[src/rtl/pipe_pkg.sv]
// Shared definitions for the handshaked pipeline stage registers.
// Holds the slot-occupancy state encoding and the control-bundle layouts and
// bubble values for each CPU stage boundary. A bubble carries no register
// write and no memory access, so consumers that ignore valid stay safe.
package pipe_pkg;

  // Occupancy of a two-slot stage; the encoding doubles as the count output.
  typedef enum logic [1:0] {
    EMPTY = 2'd0,
    ONE   = 2'd1,
    TWO   = 2'd2
  } slot_state_t;

  // ID/EX control bundle: {ALUOp[1:0], ALUSrc, RegWrite, MemWrite, MemRead, MemtoReg}
  localparam int ID_EX_CTRL_W       = 7;
  localparam int ID_EX_ALUOP_LSB    = 5;
  localparam int ID_EX_ALUSRC_BIT   = 4;
  localparam int ID_EX_REGWRITE_BIT = 3;
  localparam int ID_EX_MEMWRITE_BIT = 2;
  localparam int ID_EX_MEMREAD_BIT  = 1;
  localparam int ID_EX_MEMTOREG_BIT = 0;
  localparam logic [ID_EX_CTRL_W-1:0] ID_EX_BUBBLE = '0;

  // EX/MEM control bundle: {RegWrite, MemWrite, MemRead, MemtoReg}
  localparam int EX_MEM_CTRL_W       = 4;
  localparam int EX_MEM_REGWRITE_BIT = 3;
  localparam int EX_MEM_MEMWRITE_BIT = 2;
  localparam int EX_MEM_MEMREAD_BIT  = 1;
  localparam int EX_MEM_MEMTOREG_BIT = 0;
  localparam logic [EX_MEM_CTRL_W-1:0] EX_MEM_BUBBLE = '0;

  // MEM/WB control bundle: {RegWrite, MemtoReg}
  localparam int MEM_WB_CTRL_W       = 2;
  localparam int MEM_WB_REGWRITE_BIT = 1;
  localparam int MEM_WB_MEMTOREG_BIT = 0;
  localparam logic [MEM_WB_CTRL_W-1:0] MEM_WB_BUBBLE = '0;

  // IF/ID carries only a "slot holds a real instruction" flag as control.
  localparam int IF_ID_CTRL_W = 1;
  localparam logic [IF_ID_CTRL_W-1:0] IF_ID_BUBBLE = '0;

endpackage

[src/rtl/pipe_slot.sv]
// One storage slot of a pipeline stage: a control register plus a data register.
// Ports:
//   clk, rst            clock and asynchronous active-high reset
//   load                capture next_ctrl/next_data
//   bubble              replace the control value with BUBBLE_CTRL, data held
//   next_ctrl/next_data values captured on load
//   ctrl/data           current slot contents
module pipe_slot
  import pipe_pkg::*;
#(
  parameter int                CTRL_W      = 7,
  parameter int                DATA_W      = 128,
  parameter logic [CTRL_W-1:0] BUBBLE_CTRL = {CTRL_W{1'b0}}
) (
  input  logic              clk,
  input  logic              rst,
  input  logic              load,
  input  logic              bubble,
  input  logic [CTRL_W-1:0] next_ctrl,
  input  logic [DATA_W-1:0] next_data,
  output logic [CTRL_W-1:0] ctrl,
  output logic [DATA_W-1:0] data
);

  // Bubble wins over load so a flush always neutralises the control bundle;
  // data is left alone on a bubble because nothing reads it without valid.
  always_ff @(posedge clk or posedge rst) begin
    if (rst) begin
      ctrl <= BUBBLE_CTRL;
      data <= '0;
    end else if (bubble) begin
      ctrl <= BUBBLE_CTRL;
    end else if (load) begin
      ctrl <= next_ctrl;
      data <= next_data;
    end
  end

endmodule

[src/rtl/pipe_stage_skid.sv]
// Handshaked pipeline stage register with a 2-entry skid buffer.
// Carries a control and a data bundle between CPU stages with valid/ready flow
// control. in_ready_o depends only on registered state and start_i, never on
// out_ready_i, so long ready chains are broken at every stage.
// Ports:
//   clk_i, rst_i              clock, asynchronous active-high reset
//   start_i                   run enable; low freezes the stage
//   flush_i                   synchronous flush to an empty, bubbled stage
//   in_valid_i/in_ready_o     upstream handshake, ctrl_i/data_i payload
//   out_valid_o/out_ready_i   downstream handshake, ctrl_o/data_o payload
//   count_o                   occupancy 0..2
//   stall_cnt_o               saturating count of cycles upstream was blocked
module pipe_stage_skid
  import pipe_pkg::*;
#(
  parameter int                CTRL_W      = 7,
  parameter int                DATA_W      = 128,
  parameter logic [CTRL_W-1:0] BUBBLE_CTRL = {CTRL_W{1'b0}},
  parameter int                CNT_W       = 16
) (
  input  logic              clk_i,
  input  logic              rst_i,
  input  logic              start_i,
  input  logic              flush_i,
  input  logic              in_valid_i,
  output logic              in_ready_o,
  input  logic [CTRL_W-1:0] ctrl_i,
  input  logic [DATA_W-1:0] data_i,
  output logic              out_valid_o,
  input  logic              out_ready_i,
  output logic [CTRL_W-1:0] ctrl_o,
  output logic [DATA_W-1:0] data_o,
  output logic [1:0]        count_o,
  output logic [CNT_W-1:0]  stall_cnt_o
);

  slot_state_t       state_q, state_d;
  logic              in_fire, out_fire;
  logic              main_load, main_bubble, main_from_skid;
  logic              skid_load, skid_bubble;
  logic [CTRL_W-1:0] skid_ctrl, main_next_ctrl;
  logic [DATA_W-1:0] skid_data, main_next_data;
  logic [CNT_W-1:0]  stall_cnt_q;

  assign in_ready_o  = start_i && (state_q != TWO);
  assign out_valid_o = start_i && (state_q != EMPTY);
  assign in_fire     = in_valid_i && in_ready_o;
  assign out_fire    = out_valid_o && out_ready_i;
  assign count_o     = state_q;
  assign stall_cnt_o = stall_cnt_q;

  // The main slot refills either from upstream or, when draining TWO, from skid.
  assign main_next_ctrl = main_from_skid ? skid_ctrl : ctrl_i;
  assign main_next_data = main_from_skid ? skid_data : data_i;

  // Next-state and slot-control decode. Flush overrides everything, even a
  // frozen stage; an out_fire in the flush cycle has already been delivered.
  // With start_i low both fires are gated off, so every branch holds.
  always_comb begin
    state_d        = state_q;
    main_load      = 1'b0;
    main_bubble    = 1'b0;
    main_from_skid = 1'b0;
    skid_load      = 1'b0;
    skid_bubble    = 1'b0;
    if (flush_i) begin
      state_d     = EMPTY;
      main_bubble = 1'b1;
      skid_bubble = 1'b1;
    end else begin
      case (state_q)
        EMPTY: begin
          if (in_fire) begin
            state_d   = ONE;
            main_load = 1'b1;
          end
        end
        ONE: begin
          if (in_fire && out_fire) begin
            main_load = 1'b1;
          end else if (in_fire) begin
            state_d   = TWO;
            skid_load = 1'b1;
          end else if (out_fire) begin
            state_d     = EMPTY;
            main_bubble = 1'b1;
          end
        end
        TWO: begin
          if (out_fire) begin
            state_d        = ONE;
            main_load      = 1'b1;
            main_from_skid = 1'b1;
            skid_bubble    = 1'b1;
          end
        end
        default: state_d = EMPTY;
      endcase
    end
  end

  always_ff @(posedge clk_i or posedge rst_i) begin
    if (rst_i) begin
      state_q <= EMPTY;
    end else begin
      state_q <= state_d;
    end
  end

  // Counts blocked upstream cycles, including those caused by start_i low,
  // and sticks at all-ones instead of wrapping.
  always_ff @(posedge clk_i or posedge rst_i) begin
    if (rst_i) begin
      stall_cnt_q <= '0;
    end else if (in_valid_i && !in_ready_o && (stall_cnt_q != {CNT_W{1'b1}})) begin
      stall_cnt_q <= stall_cnt_q + 1'b1;
    end
  end

  pipe_slot #(
    .CTRL_W     (CTRL_W),
    .DATA_W     (DATA_W),
    .BUBBLE_CTRL(BUBBLE_CTRL)
  ) u_main (
    .clk      (clk_i),
    .rst      (rst_i),
    .load     (main_load),
    .bubble   (main_bubble),
    .next_ctrl(main_next_ctrl),
    .next_data(main_next_data),
    .ctrl     (ctrl_o),
    .data     (data_o)
  );

  pipe_slot #(
    .CTRL_W     (CTRL_W),
    .DATA_W     (DATA_W),
    .BUBBLE_CTRL(BUBBLE_CTRL)
  ) u_skid (
    .clk      (clk_i),
    .rst      (rst_i),
    .load     (skid_load),
    .bubble   (skid_bubble),
    .next_ctrl(ctrl_i),
    .next_data(data_i),
    .ctrl     (skid_ctrl),
    .data     (skid_data)
  );

endmodule

[config.mk]
export PLATFORM = sky130hd
export DESIGN_NAME = pipe_stage_skid
export DESIGN_NICKNAME = d
export VERILOG_FILES = /design/src/rtl/pipe_pkg.sv /design/src/rtl/pipe_slot.sv /design/src/rtl/pipe_stage_skid.sv
export SDC_FILE = /design/constraint.sdc
export NUM_CORES = 1
export LEC_CHECK = 0
export ABC_AREA = 1
export CAP_MARGIN = 20
export CORE_ASPECT_RATIO = 0.8
export CORE_MARGIN = 2
export CORE_UTILIZATION = 39
export CTS_BUF_LIST = sky130_fd_sc_hd__clkbuf_4 sky130_fd_sc_hd__clkbuf_8
export CTS_CLUSTER_SIZE = 8
export DETAILED_ROUTE_END_ITERATION = 16
export DONT_BUFFER_PORTS = 1
export GPL_ROUTABILITY_DRIVEN = 0
export PLACE_DENSITY = 0.64
export SLEW_MARGIN = 25
export SYNTH_ARGS = -nofsm -noshare
export SYNTH_HDL_FRONTEND = slang
export SYNTH_HIERARCHICAL = 1
export SYNTH_SLANG_ARGS = --single-unit
[constraint.sdc]
create_clock -name clk_i -period 6.1 [get_ports clk_i]
set_clock_uncertainty 0.05 [all_clocks]
set_input_delay 1.22 -clock clk_i [delete_from_list [all_inputs] [get_ports clk_i]]
set_output_delay 1.22 -clock clk_i [all_outputs]
set_load 0.1 [all_outputs]
==> results.py <==
metrics = {
    "run_status": {
        "run_status": "finished clean",
    },
    "timing": {
        "fmax_achieved_mhz": 251.6,
        "final_min_period_over_clock_period_pct": 65.15,
        "tightest_slew_ns": 1.097,
        "slew_headroom_pct": 26.89,
        "finalWorstPathRequiredPeriod_ns": 3.974,
        "finalSetupViolations": 0,
        "timing.final.hold_violations": 0,
        "fin_setup_tns_ns": 0,
        "grt_setup_unrepaired": "false",
        "fin_worst_hold_slack_ns": 0.4183,
        "final-max-slew-violation-count": 0,
    },
    "synthesis": {
        "synth_commonest_cells": "sky130_fd_sc_hd__nand2_1 (1029), sky130_fd_sc_hd__dfrtp_1 (288), sky130_fd_sc_hd__nand3_1 (280)",
        "synth_area_sq_um": 13500,
        "post-synth-top-count-cell": "sky130_fd_sc_hd__nand2_1",
        "dominantRegCellSynth": "sky130_fd_sc_hd__dfrtp_1",
        "synthDominantAreaCellType": "sky130_fd_sc_hd__dfrtp_1",
        "synth_warnings": 6,
        "post_synth.cell_area_avg_sq_um": 7.539,
        "synthCells": 1790,
        "post_synth_main_area_contributors": "sky130_fd_sc_hd__dfrtp_1 (53%), sky130_fd_sc_hd__nand2_1 (29%), sky130_fd_sc_hd__nand3_1 (10%)",
        "yosysUniqueCellTypes": 21,
        "number_of_enable_flip_flop_cells_after_synthesis": 0,
        "synth_seq_area_share_pct": 53.40,
        "postSynth.asyncResetShare_pct": 100.0,
        "synthesis.nets": 1932,
        "synth_top_area_share_pct": 53.40,
        "yosys_register_bits": 288,
    },
    "clock_tree": {
        "quantity_of_hold_fixing_buffers_added_after_cts": 0,
        "ctsHtreeMaxLevel": 2,
        "tritoncts.num_buffers": 48,
        "clockBufferDepth": 3,
        "clkTransAtPathRegs_ns": 0.06,
        "tritoncts": "done",
        "cts_repair_resized_insts": 0,
        "cts_sinks": 288,
        "cts.repair_timing.setup_buffer_count": 0,
        "clock_latency_reported_for_the_late_side_of_the_worst_skew_pair_ns": 0.57,
        "ctsRootBufferMaster": "sky130_fd_sc_hd__clkbuf_8",
    },
    "setup_path": {
        "setup.worst_path.end_class": "flip-flop",
        "crit-reg2reg-launch": "count_o[0]$_DFFE_PP0P_",
        "worst_ep_required_time_ns": 6.55,
        "cp.arrival_ns": 4.42,
        "cp_num_buf_inv": 5,
        "worstSetupStartpointType": "flip-flop",
        "critical-path-slowest-cell": "sky130_fd_sc_hd__dfrtp_1",
        "worstPathMaxFanout": 81,
        "criticalPathCategory": "reg2reg",
        "cell_family_with_the_largest_share_of_critical_path_delay": "buffers and inverters",
        "reg2reg_to": "u_main/data[25]$_DFFE_PP0P_",
        "biggest_cell_delay_along_the_critical_path_ns": 0.99,
        "cp_cell_sequence": "inv_2 -> nand2_1 -> nand3_2 -> inv_2 -> nand2_2 -> nor2_4 -> inv_4 -> o21ai_4 -> buf_4 -> buf_4 -> nand3_1 -> nand2_1",
        "endpoint": "u_main/data[25]$_DFFE_PP0P_",
        "worst-r2r-setup-slack_ns": 2.13,
        "critical_path_cell_count": 12,
        "origin_of_the_worst_setup_path": "count_o[0]$_DFFE_PP0P_",
        "worst-r2r-cell-count": 12,
    },
    "drt": {
        "avgViaCountPerCell": 5.100,
        "detailedRoute.firstPassIterationCount": 5,
        "vias": 11370,
        "drtAntennaViolNets": 0,
        "violation_count_after_the_first_detailed_routing_iteration": 852,
        "route.detailed.drc": 0,
        "postRouteWirelength_microns": 39730,
        "detail_route.wl_per_cell_microns": 17.81,
    },
    "place": {
        "io_buffers": 0,
        "dp_hpwl_microns": 22780,
    },
    "layout": {
        "post_route_cells_drive_above_1_share_pct": 6.176,
        "area_growth_syn_to_layout_pct": 7.871,
        "finalNetCount": 1879,
        "n_fill_cell": 3417,
        "antennaDiodeCount": 0,
        "core_utilization_of_the_finished_layout_pct": 43.00,
    },
    "power_and_ir_drop": {
        "cellLeakagePower_nw": 8.055,
        "switching_share_pct": 48.79,
        "totalPowerFinal_mw": 6.770,
        "power.sequential.fraction_pct": 65.5,
        "power.share.clock_pct": 25.4,
        "pwr_density_cell_nw_per_um2": 465.1,
        "ir_worst_vdd_v": 0.0002258,
        "internal-power_mw": 3.467,
        "power.switching_mw": 3.303,
        "portion_of_total_power_attributed_to_combinational_logic_pct": 9.1,
    },
    "floorplan": {
        "boundaryPins": 296,
        "floorplan.die_area_sq_um": 36120,
        "die_height_microns": 170.4,
        "initial_cell_density_of_the_core_pct": 39.86,
        "placeableCoreArea_sq_um": 33860,
        "row_count": 60,
        "floorplan.die.width_microns": 212.0,
    },
    "global_routing": {
        "track_usage_pct": 22.28,
        "grt_pass1_wl_microns": 63120,
        "grt_antenna_before_repair": 0,
        "grt_remaining_overflow": 0,
        "largest_net_degree_at_the_start_of_global_routing": 137,
        "via_count_of_the_first_global_routing_pass": 11110,
    },
    "worst_hold_path": {
        "hold_crit_path_type": "reg2reg",
        "holdCritStartpoint": "u_skid/data[10]$_DFFE_PP0P_",
    },
    "flow_run": {
        "timing.max_cap.violations": 0,
    },
}
-- kinds of logic after synthesis --
kind of cell             count (synthesis)  synth area share, %
AND/OR/NAND/NOR                       1341                40.13
flip-flops                             288                53.40
adder cells (fa/ha/maj)                  1              0.09270
buffers and inverters                  142                5.461
XOR/XNOR                                 9               0.5841
AO/OA/AOI/OAI                            9               0.3337
-- placed cells by master, fill, tap and decap left out, types with 2 or more instances in the layout --
cell                       count
sky130_fd_sc_hd__clkbuf_4     16
sky130_fd_sc_hd__nand2_1    1027
sky130_fd_sc_hd__nand3_1     280
sky130_fd_sc_hd__nor2_4        2
sky130_fd_sc_hd__o21ai_0       6
sky130_fd_sc_hd__inv_4         3
sky130_fd_sc_hd__inv_6         2
sky130_fd_sc_hd__nor2_1       21
sky130_fd_sc_hd__buf_4        12
sky130_fd_sc_hd__clkbuf_8     59
sky130_fd_sc_hd__nand4_1       6
sky130_fd_sc_hd__dfrtp_1     287
sky130_fd_sc_hd__xnor2_1       7
sky130_fd_sc_hd__inv_2         3
sky130_fd_sc_hd__xor2_1        2
sky130_fd_sc_hd__nand2_4       2
sky130_fd_sc_hd__clkinv_2      3
sky130_fd_sc_hd__inv_1        17
-- power by group through the flow --
stage                     Combinational, mW  Clock [mW]  Sequential (mW)
after detailed placement              0.628           0             4.46
after global placement                0.602           0             4.46
after global routing                  0.736        1.86             4.49
final                                 0.616        1.72             4.43
after floorplan                       0.486           0             4.37
after CTS                             0.625        1.78             4.44
-- worst min-delay path by stage --
stage,cells after the start,slack [ns],endpoint
global placement,2,0.40,u_skid/data[82]$_DFFE_PP0P_
detailed placement,2,0.41,u_skid/data[41]$_DFFE_PP0P_
floorplan,2,0.39,u_skid/ctrl[0]$_DFFE_PP0P_
CTS,2,0.42,u_skid/ctrl[6]$_DFFE_PP0P_
finish,2,0.42,u_skid/data[10]$_DFFE_PP0P_
global route,2,0.44,u_skid/data[2]$_DFFE_PP0P_
-- layout make-up --
cell class / instances / area, sq um / area share (%)
well taps: 465 / 581.8 / 3.997
clock buffers: 75 / 932.1 / 6.403
clock inverters: 3 / 15.01 / 0.1031
multi-input cells: 1360 / 5588 / 38.38
flip-flops and latches: 288 / 7208 / 49.51
repair buffers: 14 / 121.4 / 0.8337
inverters: 25 / 111.4 / 0.7649
-- through the flow --
stage	setup slack (ns)	std cells	cell area [sq um]
after floorplan	1.219	1790	13500
after global placement	2.046	2152	13610
after detailed placement	2.136	2152	13610
after CTS	2.100	2230	14560
after global routing	1.810	2230	14560
final	2.126	2230	14560
-- state kept, by name, indices dropped and copies added (netlist names) --
| signal | cells |
|---|---|
| u_skid/ctrl | 7 |
| u_main/ctrl | 7 |
| u_skid/data | 128 |
| stall_cnt_o | 16 |
| count_o | 2 |
| u_main/data | 128 |
-- worst min-delay path, cell delays in order, from the launching register on --
cell,delay [ns]
sky130_fd_sc_hd__dfrtp_1,0.34
sky130_fd_sc_hd__nand2_1,0.05
sky130_fd_sc_hd__nand2_1,0.04
-- per-layer routing --
metal / routed length [microns] / GRT usage [%]
met5: 0 / 0
met4: 1068 / 7.134
met3: 4117 / 8.138
met2: 17750 / 35.27
met1: 16790 / 28.36
Note: power is estimated with default switching activity, not from simulation.
